File: src/rtl/hazard_ctrl.sv
// hazard_ctrl: in-flight writer scoreboard producing forwarding selects,
// load-use stalls and branch flushes for the register-stage boundary.
module hazard_ctrl #(
    parameter int ADDR_W         = 5,
    parameter int DEPTH          = 3,
    parameter int LOAD_STAGE     = 2,
    parameter int FLUSH_CYCLES   = 2,
    parameter bit HARDWIRED_ZERO = 1'b0,
    parameter int STALL_CNT_W    = 16
) (
    input  logic                       clk,
    input  logic                       rst,
    input  logic                       issue_valid,
    input  logic                       src_a_en,
    input  logic [ADDR_W-1:0]          src_a_addr,
    input  logic                       src_b_en,
    input  logic [ADDR_W-1:0]          src_b_addr,
    input  logic                       dst_en,
    input  logic [ADDR_W-1:0]          dst_addr,
    input  logic                       dst_is_load,
    input  logic                       branch_taken,
    output logic                       stall,
    output logic                       flush,
    output logic [$clog2(DEPTH+1)-1:0] fwd_a_sel,
    output logic [$clog2(DEPTH+1)-1:0] fwd_b_sel,
    output logic [$clog2(DEPTH+1)-1:0] inflight_count,
    output logic [STALL_CNT_W-1:0]     stall_count
);

    localparam int SEL_W = $clog2(DEPTH + 1);
    localparam int FC_W  = $clog2(FLUSH_CYCLES + 1);
    localparam logic [FC_W-1:0] FLUSH_RELOAD = FC_W'(FLUSH_CYCLES - 1);

    // Index 0 holds slot 1 (youngest), index DEPTH-1 holds slot DEPTH.
    logic [DEPTH-1:0]       valid_reg;
    logic [DEPTH-1:0]       load_reg;
    logic [ADDR_W-1:0]      addr_reg [DEPTH];
    logic [FC_W-1:0]        flush_cnt_reg;
    logic [STALL_CNT_W-1:0] stall_cnt_reg;

    logic [DEPTH-1:0] hit_a;
    logic [DEPTH-1:0] hit_b;
    logic [SEL_W-1:0] sel_a;
    logic [SEL_W-1:0] sel_b;
    logic             haz_a;
    logic             haz_b;
    logic             zero_a;
    logic             zero_b;
    logic             zero_dst;
    logic             insert;

    // Register 0 exemption only applies when the zero register is hardwired.
    assign zero_a   = HARDWIRED_ZERO && (src_a_addr == '0);
    assign zero_b   = HARDWIRED_ZERO && (src_b_addr == '0);
    assign zero_dst = HARDWIRED_ZERO && (dst_addr == '0);

    genvar gi;
    generate
        for (gi = 0; gi < DEPTH; gi = gi + 1) begin : g_hit
            assign hit_a[gi] = valid_reg[gi] && (addr_reg[gi] == src_a_addr);
            assign hit_b[gi] = valid_reg[gi] && (addr_reg[gi] == src_b_addr);
        end
    endgenerate

    // Returns {hazard, sel} for the youngest matching slot. Walking from the
    // oldest slot to the youngest lets the youngest match win.
    function automatic logic [SEL_W:0] resolve(input logic [DEPTH-1:0] hit,
                                               input logic [DEPTH-1:0] is_load);
        logic [SEL_W:0] res;
        res = '0;
        for (int i = DEPTH - 1; i >= 0; i--) begin
            if (hit[i]) begin
                if (is_load[i] && ((i + 1) < LOAD_STAGE))
                    res = {1'b1, {SEL_W{1'b0}}};
                else
                    res = {1'b0, SEL_W'(i + 1)};
            end
        end
        return res;
    endfunction

    // Operand resolution, masked by enable, zero exemption and reset.
    always_comb begin
        {haz_a, sel_a} = resolve(hit_a, load_reg);
        {haz_b, sel_b} = resolve(hit_b, load_reg);
        if (rst || !src_a_en || zero_a) begin
            haz_a = 1'b0;
            sel_a = '0;
        end
        if (rst || !src_b_en || zero_b) begin
            haz_b = 1'b0;
            sel_b = '0;
        end
    end

    assign flush     = !rst && (branch_taken || (flush_cnt_reg != '0));
    assign stall     = !rst && issue_valid && !flush && (haz_a || haz_b);
    assign insert    = issue_valid && dst_en && !stall && !flush && !zero_dst;
    assign fwd_a_sel = sel_a;
    assign fwd_b_sel = sel_b;

    // Slot valid/kind bits: shift every cycle, new writer (or bubble) into slot 1.
    always_ff @(posedge clk) begin
        if (rst) begin
            valid_reg <= '0;
            load_reg  <= '0;
        end else begin
            for (int i = DEPTH - 1; i > 0; i--) begin
                valid_reg[i] <= valid_reg[i-1];
                load_reg[i]  <= load_reg[i-1];
            end
            valid_reg[0] <= insert;
            load_reg[0]  <= dst_is_load;
        end
    end

    // Slot addresses carry no reset; they are qualified by valid_reg.
    always_ff @(posedge clk) begin
        for (int i = DEPTH - 1; i > 0; i--)
            addr_reg[i] <= addr_reg[i-1];
        addr_reg[0] <= dst_addr;
    end

    // Flush extension counter; a new taken branch reloads it.
    always_ff @(posedge clk) begin
        if (rst)
            flush_cnt_reg <= '0;
        else if (branch_taken)
            flush_cnt_reg <= FLUSH_RELOAD;
        else if (flush_cnt_reg != '0)
            flush_cnt_reg <= flush_cnt_reg - FC_W'(1);
    end

    // Saturating count of stalled cycles.
    always_ff @(posedge clk) begin
        if (rst)
            stall_cnt_reg <= '0;
        else if (stall && (stall_cnt_reg != '1))
            stall_cnt_reg <= stall_cnt_reg + STALL_CNT_W'(1);
    end

    // Number of occupied scoreboard slots.
    always_comb begin
        inflight_count = '0;
        for (int i = 0; i < DEPTH; i++)
            inflight_count = inflight_count + SEL_W'(valid_reg[i]);
    end

    assign stall_count = stall_cnt_reg;

endmodule

File: config.mk
export PLATFORM = sky130hd
export DESIGN_NAME = hazard_ctrl
export DESIGN_NICKNAME = d
export VERILOG_FILES = /design/src/rtl/hazard_ctrl.sv
export SDC_FILE = /design/constraint.sdc
export NUM_CORES = 1
export LEC_CHECK = 0
export BUFFER_PORTS_ARGS = -buffer_cell sky130_fd_sc_hd__buf_2
export CAP_MARGIN = 10
export CORE_MARGIN = 2
export CORE_UTILIZATION = 40
export CTS_BUF_LIST = sky130_fd_sc_hd__clkbuf_16
export CTS_CLUSTER_DIAMETER = 150
export DETAILED_ROUTE_END_ITERATION = 7
export PLACE_DENSITY = 0.71
export SYNTH_ARGS = -nofsm -noshare
export SYNTH_HDL_FRONTEND = slang
export SYNTH_SLANG_ARGS = --single-unit
File: constraint.sdc
create_clock -name clk -period 5.2 [get_ports clk]
set_clock_uncertainty 0.05 [all_clocks]
set_input_delay 0.26 -clock clk [delete_from_list [all_inputs] [get_ports clk]]
set_output_delay 0.26 -clock clk [all_outputs]
set_load 0.02 [all_outputs]
== Word-level counts from Yosys, hierarchy flattened ==
Memory sizes are Yosys's and may differ from the RTL's.
Index checks and enable logic that the tools add are counted.

* Register bits after elaboration: 22
* Memory bits (writable): 15
* Input bits: 23
* Output and inout bits: 24
* Logic and storage cells: 56
* Memories: 1

{| class="wikitable"
|+ Memory list
! memory !! depth !! bits a word !! read ports !! clocked after Yosys merged registers in !! wr ports !! RTL line !! text
|-
| addr_reg || 3 || 5 || 3 || 0 || 3 || 37 || <nowiki>logic [ADDR_W-1:0] addr_reg [DEPTH];</nowiki>
|}

* $add $sub $neg: 4
* Equality and inequality tests: 7
* Muxes and demuxes: 13
* Reductions and logical operators: 26

{| class="wikitable"
|+ Operators by type and width
! operator !! count
|-
| == test 5 bit || 6
|-
| adder 16 x 1 -> 16 bit (second input constant) || 1
|-
| != test 16 bit (second input constant) || 1
|-
| logical AND 1 bit || 14
|-
| 2-to-1 mux 2 bit || 6
|-
| 2-to-1 mux 3 bit || 3
|-
| zero test 1 bit || 5
|-
| logical OR 1 bit || 4
|-
| 2-to-1 mux 1 bit || 4
|-
| nonzero test 2 bit || 2
|-
| adder 1 x 1 -> 2 bit || 1
|-
| adder 2 x 1 -> 2 bit || 1
|-
| OR reduction 2 bit || 1
|-
| subtractor 2 x 1 -> 2 bit (second input constant) || 1
|}

== Longest topological paths before layout ==
An unclocked memory read counts as a cell.

* Depth in word-level cells: 12
* Gate-level depth with buffers: 8
* Gate-level depth less buffers: 7

== Worst setup path before layout ==
OpenSTA, ideal clock, no wires.

* Path kind: register -> register
* Start: register stall_cnt_reg[0] (netlist: stall_count[0])
* End: register stall_cnt_reg[2] (netlist: stall_count[2])
* Library setup time: 0.121 ns
* Arrival time: 1.894 ns
* Required time: 5.029 ns
* Slack: 3.135 ns
* Stages on the path, launching flop included: 8
* Buffers on the path: 1
* Period minus slack after synthesis: 2.065 ns
* Cells stage by stage: dfxtp_1 ha_1 nand3_1 or4_4 nand2_1 buf_4 nor3b_1 mux2_2

* Cells in the longest elaborated chain, start to end: 2
* Elaborated cells on any way between the ends: 3
* Classes of those cells: add/sub (1); eq/ne (1); reduce/logical (1)

{| class="wikitable"
|+ RTL lines
! what !! RTL line !! text
|-
| start: declaration || 39 || <nowiki>logic [STALL_CNT_W-1:0] stall_cnt_reg;</nowiki>
|-
| start signal: assignment || 139 || <nowiki>stall_cnt_reg <= stall_cnt_reg + STALL_CNT_W'(1);</nowiki>
|-
| branches (longest 2 deep; another with adder 16 x 1 -> 16 bit) || n/a ||
|}

Several ways; the timed one is not identified.
A chain may end at the register's enable or synchronous reset.

== Worst setup path after layout ==
* Start: register flush_cnt_reg[0]
* End: register stall_cnt_reg[13] (netlist: stall_count[13])

* Cells in the longest elaborated chain, start to end: 7

{| class="wikitable"
|+ RTL lines
! what !! RTL line !! text
|-
| start: declaration || 38 || <nowiki>logic [FC_W-1:0] flush_cnt_reg;</nowiki>
|-
| start signal: assignment || 131 || <nowiki>flush_cnt_reg <= flush_cnt_reg - FC_W'(1);</nowiki>
|-
| nonzero test 2 bit || 96 || <nowiki>assign flush = !rst && (branch_taken || (flush_cnt_reg != '0));</nowiki>
|-
| logical OR 1 bit || 96 ||
|-
| logical AND 1 bit || 96 ||
|-
| zero test 1 bit || 97 || <nowiki>assign stall = !rst && issue_valid && !flush && (haz_a || haz_b);</nowiki>
|-
| logical AND 1 bit (2 in series) || 97 ||
|-
| logical AND 1 bit || 138 || <nowiki>else if (stall && (stall_cnt_reg != '1))</nowiki>
|}

No other way between the ends.

==> flow_summary_export.csv <==
group,metric,value,unit
finish,final_cells,332,
worst_setup_path,critPathKind,"register to register",
clock_tree,cts_setup_buffers,0,
die,core_area,4720,um^2
clock_tree,cts_buffers,5,
run,drv_cap,0,
placement,post-dp-hpwl,3230,um
timing,worst_slew_pin_slew,0.580,ns
die,die-area,5490,um^2
timing,finalCritPeriodShare,44.2,%
timing,rsz0062_at_grt,"no",
grt,grt_pass1_vias,1504,
detailed_routing,viasPerCell,5.25,
power,p_seq_share,42.7,%
power,power_per_cell_area,292,nW/um^2
timing,setup_viol,0,
clock_tree,postCtsHoldBufs,0,
placement,port_buffers,46,
power,switchingPower,160,uW
worst_setup_path,cp-end-kind,"register",
grt,grt.total_usage,16.7,%
detailed_routing,drc,0,
power,p_clk_share,48.5,%
clock_tree,cts_tree,"done",
yosys,synthCells,217,
finish,multiInputGateArea,1170,um^2
finish,mostFrequentLayoutCells,"buf_2, dfxtp_1, xor2_1",
yosys,yosysTopAreaCell,"dfxtp_1",
timing,timing.slew.headroom,61.3,%
detailed_routing,drt_iter0_markers,107,
run_status,run_status,"finished clean",
timing,maxSlewViolCount,0,
yosys,ys_ff_latch,37,
clock_tree,root_buffer,"clkbuf_16",
die,initial_utilization,41.6,%
clock_tree,clock_latency,0.28,ns
finish,nNetsFinal,290,
detailed_routing,drtPass1Iterations,4,
clock_tree,post_cts_resized,0,
yosys,ys_seq_area_share,37.7,%
min_path,hold_path_class,"input pin to register",
power,p_leak,0.933,nW
yosys,synth.avg_cell_area,9.05,um^2
yosys,synth.cell_area,1960,um^2
power,power_frac_comb,8.8,%
yosys,synth_cell_types,41,
timing,finalHoldViolCount,0,
timing,max_freq,0.435,GHz
power,intPower,544,uW
grt,antenna_found_initial,0,
power,ir_worst_vdd,0.000210,V
finish,drive_gt1_share,24.9,%
die,die_w,74.1,um
worst_setup_path,crit_arrival,2.46,ns
detailed_routing,routed_wl,4360,um
clock_tree,cts_max_level,2,
finish,final_util,51.0,%
placement,gp_congestion,0.907,
finish,mostFrequentLayoutCell,"buf_2",
clock_tree,clock_path_buffers,2,
die,die_h,74.1,um
placement,dp_cells,324,
die,pin_count,47,
finish,fillers,459,
finish,largest_register_ffs,16,
grt,grt_overflow,0,
die,rows,25,
yosys,synth_nets,243,
finish,regArea,741,um^2
yosys,yosysWarnings,0,
grt,grt_start_max_net_pins,36,
power,p_sw_share,22.8,%
worst_setup_path,startpoint_type,"register",
finish,areaGrowthSynthToFinish,22.7,%
clock_tree,clock_sinks,37,
finish,antenna_cells,0,
detailed_routing,ant_nets,0,
detailed_routing,vias,1742,
timing,fin_crit,2.30,ns
worst_setup_path,cp_max_fo,14,
yosys,synth_area_leaders,"dfxtp_1, xor2_1, xnor2_1, nor2b_1, a21oi_1",
yosys,synth_top_area_share,37.7,%
clock_tree,clk_pin_slew,0.06,ns
worst_setup_path,cp.required,5.36,ns
timing,setup-tns-final,0,ns
detailed_routing,avgRoutedWirePerCell,13.1,um
grt,grt_pass1_wl,7020,um
[metrics by stage]
step                      hold WS (ns)  worst slack, ns  total power, mW  instance area, um^2
after CTS                       0.0248             2.90            0.709                 2410
after detailed placement         0.314             2.92            0.369                 2240
after global placement           0.312             2.99            0.367                 2240
after global routing            0.0185             2.63            0.731                 2410
final                           0.0281             2.90            0.704                 2410
after floorplan                  0.238             3.13            0.345                 1960
[final cells by class]
cell class / count / area share [%]
clock buffer: 5 / 5.19
tap: 67 / 3.48
clock inverter: 3 / 1.71
inverter: 4 / 0.623
timing repair buffer: 46 / 9.55
multi-input combinational: 170 / 48.7
sequential: 37 / 30.7
[synth_stat cells]
master and n:
o41ai_1 1, o32a_1 1, o21ai_0 8, clkbuf_1 3
xnor2_2 3, xor2_1 17, inv_1 4, nor4b_1 1
fa_1 1, nand3_1 8, and3_1 3, nor3_1 7
a21oi_1 15, ha_1 2, nor2_1 13, and4_1 1
nor4_1 7, buf_4 1, xnor2_1 11, nor2b_1 13
nand3b_1 3, dfxtp_1 37, or4_1 4, mux2_2 5
o311ai_0 1, nor3b_1 1, or4_4 1, nand2_1 12
buf_1 1, o31ai_1 4, nand4_1 11, and2_1 1
or3_2 1, buf_6 1, o32a_4 1, or3_1 7
nand4bb_1 1, and4b_1 1, nand2b_1 2, nand4_2 1
nor3_2 1
[worst max-delay path, stage by stage (launching register included)]
cell	delay (ns)
dfxtp_1	0.32
inv_1	0.06
ha_1	0.26
nand2_1	0.09
nor3_2	0.36
nand2_1	0.37
or4_1	0.57
a21oi_1	0.16
[routing by layer]
layer,up-vias,global-route usage (%),routed length (um)
met2,50,25.7,2050
li1,879,-,-
met4,0,4.24,36
met1,809,23.2,2100
met5,-,0,0
met3,4,4.47,176
[logic make-up (layout without fill, tap and decap cells)]
group / count (synthesis) / after routing / share of synthesized area [%]
AO/OA/AOI/OAI: 31 / 31 / 9.94
XOR/XNOR: 31 / 31 / 15.0
adder cells (fa/ha/maj): 3 / 3 / 2.29
buffers and inverters: 10 / 58 / 2.48
flip-flops: 37 / 37 / 37.7
multiplexers: 5 / 5 / 2.87
AND/OR/NAND/NOR: 100 / 100 / 29.7
[power groups by stage]
stage          Clock, mW  Sequential, mW  Combinational, mW
6_report           0.342           0.301             0.0619
5_1_grt            0.360           0.302             0.0689
4_1_cts            0.346           0.301             0.0625
3_5_place_dp           0           0.307             0.0617
3_3_place_gp           0           0.307             0.0607
2_1_floorplan          0           0.305             0.0402
[path summary, 6_finish.rpt]
| check | startpoint | to | slack, ns | depth (start not counted) |
|---|---|---|---|---|
| worst max-delay path | flush_cnt_reg[0] | stall_count[13] | 2.90 | 7 |
| worst min-delay path | dst_addr[2] | addr_reg[0][2] | 0.03 | 1 |
| worst max register to register | flush_cnt_reg[0] | stall_count[13] | 2.90 | 7 |
| worst min register to register | addr_reg[0][5] | addr_reg[0][10] | 0.34 | 0 |
Power figures use the tool's default switching activity.
